**src/rtl/pipelined_data_path.sv**
```systemverilog
// EX/MEM/WB datapath with internal regfile and data memory; writeback 2 cycles after accept, branch pulse 1 cycle after.
// in_ready drops for one cycle on a load-use hazard (a bubble enters MEM); otherwise one instruction per cycle.
module pipelined_data_path #(
  parameter int XLEN = 32,
  parameter int NREG = 32,
  parameter int DM_AW = 5,
  parameter bit ZERO_REG = 1'b1,
  localparam int REG_AW = $clog2(NREG)
) (
  input  logic              clk,
  input  logic              rst,
  input  logic              in_valid,
  output logic              in_ready,
  input  logic [4:0]        op,
  input  logic [REG_AW-1:0] rs1,
  input  logic [REG_AW-1:0] rs2,
  input  logic [REG_AW-1:0] rd,
  input  logic [XLEN-1:0]   imm,
  input  logic              use_imm,
  output logic              br_eq,
  output logic              br_ne,
  output logic              br_lt,
  output logic              br_ge,
  output logic              br_taken,
  output logic [DM_AW-1:0]  dm_addr,
  output logic              wb_valid,
  output logic [REG_AW-1:0] wb_rd,
  output logic [XLEN-1:0]   wb_data,
  output logic [31:0]       retire_cnt
);

  localparam int SHW   = $clog2(XLEN);
  localparam int DEPTH = 2 ** DM_AW;

  localparam logic [4:0] OP_ADD  = 5'd0;
  localparam logic [4:0] OP_SUB  = 5'd1;
  localparam logic [4:0] OP_AND  = 5'd2;
  localparam logic [4:0] OP_OR   = 5'd3;
  localparam logic [4:0] OP_XOR  = 5'd4;
  localparam logic [4:0] OP_SLL  = 5'd5;
  localparam logic [4:0] OP_SRL  = 5'd6;
  localparam logic [4:0] OP_SRA  = 5'd7;
  localparam logic [4:0] OP_SLT  = 5'd8;
  localparam logic [4:0] OP_SLTU = 5'd9;
  localparam logic [4:0] OP_LUI  = 5'd10;
  localparam logic [4:0] OP_LW   = 5'd11;
  localparam logic [4:0] OP_SW   = 5'd12;
  localparam logic [4:0] OP_BEQ  = 5'd13;
  localparam logic [4:0] OP_BNE  = 5'd14;
  localparam logic [4:0] OP_BLT  = 5'd15;
  localparam logic [4:0] OP_BGE  = 5'd16;

  typedef struct packed {
    logic              vld;
    logic              wr;
    logic              ld;
    logic              st;
    logic [REG_AW-1:0] rd;
    logic [XLEN-1:0]   res;
    logic [XLEN-1:0]   st_dat;
    logic [DM_AW-1:0]  addr;
    logic [3:0]        br;   // {eq, ne, lt, ge}
  } mem_t;

  typedef struct packed {
    logic              vld;
    logic              wr;
    logic [REG_AW-1:0] rd;
    logic [XLEN-1:0]   dat;
  } wb_t;

  mem_t mem_q, mem_d;
  wb_t  wb_q;

  logic [XLEN-1:0] rf   [NREG];
  logic [XLEN-1:0] dmem [DEPTH];

  logic            mem_fwd_ok, wb_fwd_ok;
  logic            ex_reads_b, load_use, accept;
  logic [XLEN-1:0] op_a, op_b, alu_b, alu_res;
  logic [SHW-1:0]  shamt;

  // Loads cannot forward from MEM: their data only exists once captured into WB.
  assign mem_fwd_ok = mem_q.vld & mem_q.wr & ~mem_q.ld;
  assign wb_fwd_ok  = wb_q.vld & wb_q.wr;

  always_comb begin
    op_a = rf[rs1];
    if (wb_fwd_ok && wb_q.rd == rs1) op_a = wb_q.dat;
    if (mem_fwd_ok && mem_q.rd == rs1) op_a = mem_q.res;
    if (ZERO_REG && rs1 == '0) op_a = '0;
  end

  always_comb begin
    op_b = rf[rs2];
    if (wb_fwd_ok && wb_q.rd == rs2) op_b = wb_q.dat;
    if (mem_fwd_ok && mem_q.rd == rs2) op_b = mem_q.res;
    if (ZERO_REG && rs2 == '0) op_b = '0;
  end

  assign ex_reads_b = ~use_imm | (op == OP_SW) | ((op >= OP_BEQ) && (op <= OP_BGE));
  assign load_use   = in_valid & mem_q.vld & mem_q.ld & (mem_q.rd != '0) &
                      ((rs1 == mem_q.rd) | (ex_reads_b & (rs2 == mem_q.rd)));
  assign in_ready   = ~rst & ~load_use;
  assign accept     = in_valid & in_ready;

  assign alu_b = use_imm ? imm : op_b;
  assign shamt = alu_b[SHW-1:0];

  always_comb begin
    alu_res = '0;
    case (op)
      OP_ADD:  alu_res = op_a + alu_b;
      OP_SUB:  alu_res = op_a - alu_b;
      OP_AND:  alu_res = op_a & alu_b;
      OP_OR:   alu_res = op_a | alu_b;
      OP_XOR:  alu_res = op_a ^ alu_b;
      OP_SLL:  alu_res = op_a << shamt;
      OP_SRL:  alu_res = op_a >> shamt;
      OP_SRA:  alu_res = $signed(op_a) >>> shamt;
      OP_SLT:  alu_res = {{(XLEN-1){1'b0}}, ($signed(op_a) < $signed(alu_b))};
      OP_SLTU: alu_res = {{(XLEN-1){1'b0}}, (op_a < alu_b)};
      OP_LUI:  alu_res = imm;
      default: alu_res = '0;
    endcase
  end

  always_comb begin
    mem_d        = '0;
    mem_d.vld    = accept;
    mem_d.wr     = accept & (op <= OP_LW) & ~(ZERO_REG && rd == '0);
    mem_d.ld     = accept & (op == OP_LW);
    mem_d.st     = accept & (op == OP_SW);
    mem_d.rd     = rd;
    mem_d.res    = alu_res;
    mem_d.st_dat = op_b;
    mem_d.addr   = DM_AW'(op_a + imm);
    if (accept) begin
      mem_d.br = {(op == OP_BEQ) && (op_a == op_b),
                  (op == OP_BNE) && (op_a != op_b),
                  (op == OP_BLT) && ($signed(op_a) <  $signed(op_b)),
                  (op == OP_BGE) && ($signed(op_a) >= $signed(op_b))};
    end
  end

  always_ff @(posedge clk) begin
    if (rst) begin
      mem_q      <= '0;
      wb_q       <= '0;
      retire_cnt <= '0;
    end else begin
      mem_q     <= mem_d;
      wb_q.vld  <= mem_q.vld;
      wb_q.wr   <= mem_q.wr;
      wb_q.rd   <= mem_q.rd;
      wb_q.dat  <= mem_q.ld ? dmem[mem_q.addr] : mem_q.res;
      if (wb_q.vld) retire_cnt <= retire_cnt + 32'd1;
    end
  end

  always_ff @(posedge clk) begin
    if (rst) begin
      for (int i = 0; i < DEPTH; i++) dmem[i] <= '0;
    end else if (mem_q.vld && mem_q.st) begin
      dmem[mem_q.addr] <= mem_q.st_dat;
    end
  end

  always_ff @(posedge clk) begin
    if (rst) begin
      for (int i = 0; i < NREG; i++) rf[i] <= '0;
    end else if (wb_q.vld && wb_q.wr) begin
      rf[wb_q.rd] <= wb_q.dat;
    end
  end

  assign br_eq    = mem_q.br[3];
  assign br_ne    = mem_q.br[2];
  assign br_lt    = mem_q.br[1];
  assign br_ge    = mem_q.br[0];
  assign br_taken = |mem_q.br;
  assign dm_addr  = mem_q.addr;
  assign wb_valid = wb_q.vld & wb_q.wr;
  assign wb_rd    = wb_q.rd;
  assign wb_data  = wb_q.dat;

endmodule

```
**config.mk**
```make
export PLATFORM = sky130hd
export DESIGN_NAME = pipelined_data_path
export DESIGN_NICKNAME = d
export VERILOG_FILES = /design/src/rtl/pipelined_data_path.sv
export SDC_FILE = /design/constraint.sdc
export NUM_CORES = 2
export LEC_CHECK = 0
export ABC_AREA = 0
export CAP_MARGIN = 5
export CORE_ASPECT_RATIO = 0.75
export CORE_MARGIN = 5
export CORE_UTILIZATION = 40
export DETAILED_ROUTE_END_ITERATION = 8
export PLACE_DENSITY_LB_ADDON = 0.2
export SLEW_MARGIN = 20
export SYNTH_ARGS = -nofsm -noshare
export SYNTH_HDL_FRONTEND = slang
export SYNTH_SLANG_ARGS = --single-unit
```
**constraint.sdc**
```tcl
create_clock -name clk -period 15.3 [get_ports clk]
set_clock_uncertainty 0.2 [all_clocks]
set_input_delay 3.06 -clock clk [delete_from_list [all_inputs] [get_ports clk]]
set_output_delay 3.06 -clock clk [all_outputs]
set_load 0.02 [all_outputs]
```
==> key figures <==
Timing
  – Post-route clock period utilization: 69.3%
  – Clock period minus worst slack: 10600 ps
  – Fmax: 0.0944 GHz
  – Hold violation count in the final report: 0
  – Finish-stage setup viols: 0
  – Worst slew margin relative to its limit: 19.6%
  – Total negative slack for setup checks: 0 ps
  – Setup slack after layout: 4700 ps
  – Least-Margin Pin Slew: 1210 ps
  – Unrepaired setup endpoints after global routing: no
  – Number of max-slew violations in the final report: 0

Routing
  – Number of detailed-route iterations in the first pass: 6
  – Routed len/inst: 37.0 um
  – Overall routed net length: 469000 um
  – DRC violations left: 0
  – First-iteration detailed-routing DRC count: 13230
  – Avg Vias per Cell: 6.39
  – Antenna Nets Post-Route: 0
  – Total via count in the routed design: 80971

Die
  – Area of the die: 306000 um^2
  – Die outline height: 480 um
  – Initial Util: 40.2%
  – Num rows: 172
  – Area of the core region: 293000 um^2
  – Ports: 137
  – Die W: 637 um

Power and ir drop
  – Internal power component: 10.9 mW
  – Share of total power in combinational logic: 17.5%
  – Clk pwr share: 37.4%
  – Maximum vdd ir drop: 103 uV
  – Sw Ratio: 29.1%
  – Power density cells: 117 nW/um^2
  – Net Switching: 4.47 mW
  – Leakage power: 46.6 nW
  – Sequential Power Share: 45.1%

Synth
  – Number of synthesized flops with an enable pin: 2048
  – Synthesized Nets: 8941
  – Count of mapped cells out of synthesis: 8747
  – Most used DFF post-synth: edfxtp_1
  – Yosys synthesis warning count: 0
  – Yosys cell types: 102
  – Synth Register Bits: 2201
  – Post-synthesis sequential area ratio: 54.8%
  – Mapped Area: 118000 um^2
  – Share of async-settable or async-resettable flops after synthesis: 0%
  – Top cell type by total area after synthesis: edfxtp_1
  – Leading post-synthesis cells by cell area: edfxtp_1 (52%), mux4_2 (15%), and2_1 (11%)
  – Mean post-synth cell area: 13.5 um^2
  – Area share of the leading cell type in the synthesized netlist: 52.2%

CTS
  – Htree depth: 4
  – Post-CTS setup buffer count: 0
  – Cts bufs inserted: 237
  – Insertion delay to the later sink of the worst-skew pair: 950 ps
  – Resized cells post-CTS: 0
  – Register clock-pin slew on the reported worst setup and hold paths: 70 ps
  – Number of clock sinks: 2201
  – Max Buffers Root-to-Sink: 4
  – TritonCTS clock tree: yes
  – Count of hold buffers inserted by post-cts repair: 0
  – Root cell of the clock tree: clkbuf_16

Run
  – Max cap viols: 0

Place
  – Count of port buffers added during placement: 136
  – Final RePlAce weighted congestion: 1.01
  – Detailed-placement wirelength estimate: 307000 um
  – Placed cell count: 12224
  – Worst slack at placement: 4160 ps

Hold path
  – Hold-critical path depth: 2
  – Worst min-delay path category: reg -> reg

Critical path
  – Path type of the worst setup path: in -> reg
  – Cell with the biggest individual delay on the critical path: o41ai_1
  – Endpoint arrival time on the critical path: 11170 ps
  – Total buffers and inverters traversed by the critical path: 4
  – Crit path max fanout: 44
  – Critical Path Source Type: input port
  – Required time worst endpoint: 15880 ps
  – CP Depth: 22
  – Longest individual stage delay on the worst path: 970 ps
  – Worst R2R Path Depth: 23
  – Cells traversed along the worst timing path: buf_8, buf_4, mux4_2, mux4_2, mux2i_1, nor2_1, a21oi_1, o21ai_0, nand2_1, o21a_1, ha_1, inv_1, o31a_1, o41ai_1, a311oi_1, buf_4, o311a_1, o21ba_2, o41ai_1, nor3_1, a2111oi_0, a31oi_1
  – Family with the most delay on the worst path: compound AO/OA/AOI/OAI gates
  – CP Capture Type: flip-flop

Global routing
  – Number of antenna violations at the first check in global routing: 49
  – Via count of the first global-routing pass: 76464
  – Leftover overflow at the end of global routing: 0
  – Overall fraction of global-route tracks in use: 29.8%
  – Largest net degree at the start of global routing: 98
  – Wire length of the first global-routing pass: 641000 um

Finish
  – Number of fill cells in the layout: 26138
  – Fraction of final layout cells sized beyond drive strength 1: 19.4%
  – Area of the multi-input gates: 49400 um^2
  – Non-Filler Instances: 12675
  – Area growth, synth to finish: 10.8%
  – Final net count: 8743
  – Storage cell area: 64600 um^2

Status
  – Run status: finished, final reports clean
[registers in the layout (all words and copies together), names as in the netlist]
signal and cells:
wb_q 2, br_ge 1, retire_cnt 32, mem_q 73, dm_addr 5, br_lt 1, wb_rd 5, br_ne 1
dmem 1024, br_eq 1, wb_data 32, rf 1024
[per-stage QoR]
stage               util (%)  cell area, um^2  power, mW  hold slack, ps
detailed placement      42.0           123000       9.63             304
global placement        42.0           123000       9.63             288
global route            44.5           131000       15.7             319
CTS                     44.5           131000       15.3             316
floorplan                  -           118000       8.45             230
finish                  44.6           131000       15.3             316
[cell usage after synthesis (36+ instances only)]
library cell / n
and2_1: 2026
a21oi_1: 241
or2_2: 72
nor2_1: 378
buf_4: 69
a22oi_1: 76
nand2_1: 293
edfxtp_1: 2048
mux2i_1: 229
clkbuf_1: 596
inv_1: 103
o21ai_0: 172
nand3_1: 95
a21o_1: 36
mux2_2: 70
o22ai_1: 79
buf_2: 111
ha_1: 135
a221oi_1: 44
dfxtp_1: 153
nor2b_1: 56
nor3_1: 100
buf_1: 66
a211oi_1: 108
mux4_2: 772
[area by class of cell]
type	count	area share (%)
Inverter	109	0.313
Antenna cell	23	0.0441
Clock inverter	121	0.921
Multi-Input combinational cell	5558	37.8
Clock buffer	306	4.77
Sequential cell	2201	49.5
Timing Repair Buffer	442	2.93
Tap cell	3915	3.75
[layer usage]
metal  wire length, um  vias up  share of wire [%]  track usage [%]
met4             16600        6                3.5             9.19
met3             68200      767                 15             10.7
met5                42        -             0.0089                0
met2            188000     5900                 40             40.2
met1            197000    41920                 42             44.6
li1                  -    32378                  -                -
[worst paths after layout]
path	from	endpoint	slack, ps
hold / removal	retire_cnt[9]	retire_cnt[9]	320
hold reg to reg	retire_cnt[9]	retire_cnt[9]	320
setup reg to reg	wb_rd[3]	mem_q[61]	7090
setup / recovery	rs2[0]	mem_q[69]	4700
[tightest hold or removal path: stages, from the launching register on]
cell     delay, ps
dfxtp_1        320
o21ai_0         80
a21oi_1         60
[power by group through the flow]
stage	Sequential [mW]	Combinational [mW]	Clock, mW
final	6.92	2.68	5.73
after global routing	6.94	2.75	6.03
after CTS	6.92	2.59	5.79
after detailed placement	7.05	2.58	0
after global placement	7.04	2.60	0
after floorplan	6.94	1.51	0
[cells in the final DEF, fill, tap and decap left out, types with 104 or more instances in the layout]
master and count:
a211oi_1 104, mux4_2 772, clkbuf_16 237, nand2_1 291, o21ai_0 170, edfxtp_1 2048, clkdlybuf4s50_1 126, mux2i_1 225
ha_1 135, nor2_1 320, and2_1 2024, a21oi_1 241, buf_4 294, dfxtp_1 140
[logic make-up after synthesis]
| logic type | after synthesis | synth area share [%] |
|---|---|---|
| AND/OR/NAND/NOR | 3192 | 15.4 |
| buffers and inverters | 988 | 3.77 |
| adder cells (fa/ha/maj) | 138 | 1.48 |
| XOR/XNOR | 62 | 0.461 |
| multiplexers | 1097 | 17.9 |
| AO/OA/AOI/OAI | 1069 | 6.17 |
| flip-flops | 2201 | 54.8 |
(Power assumes the default switching activity.)
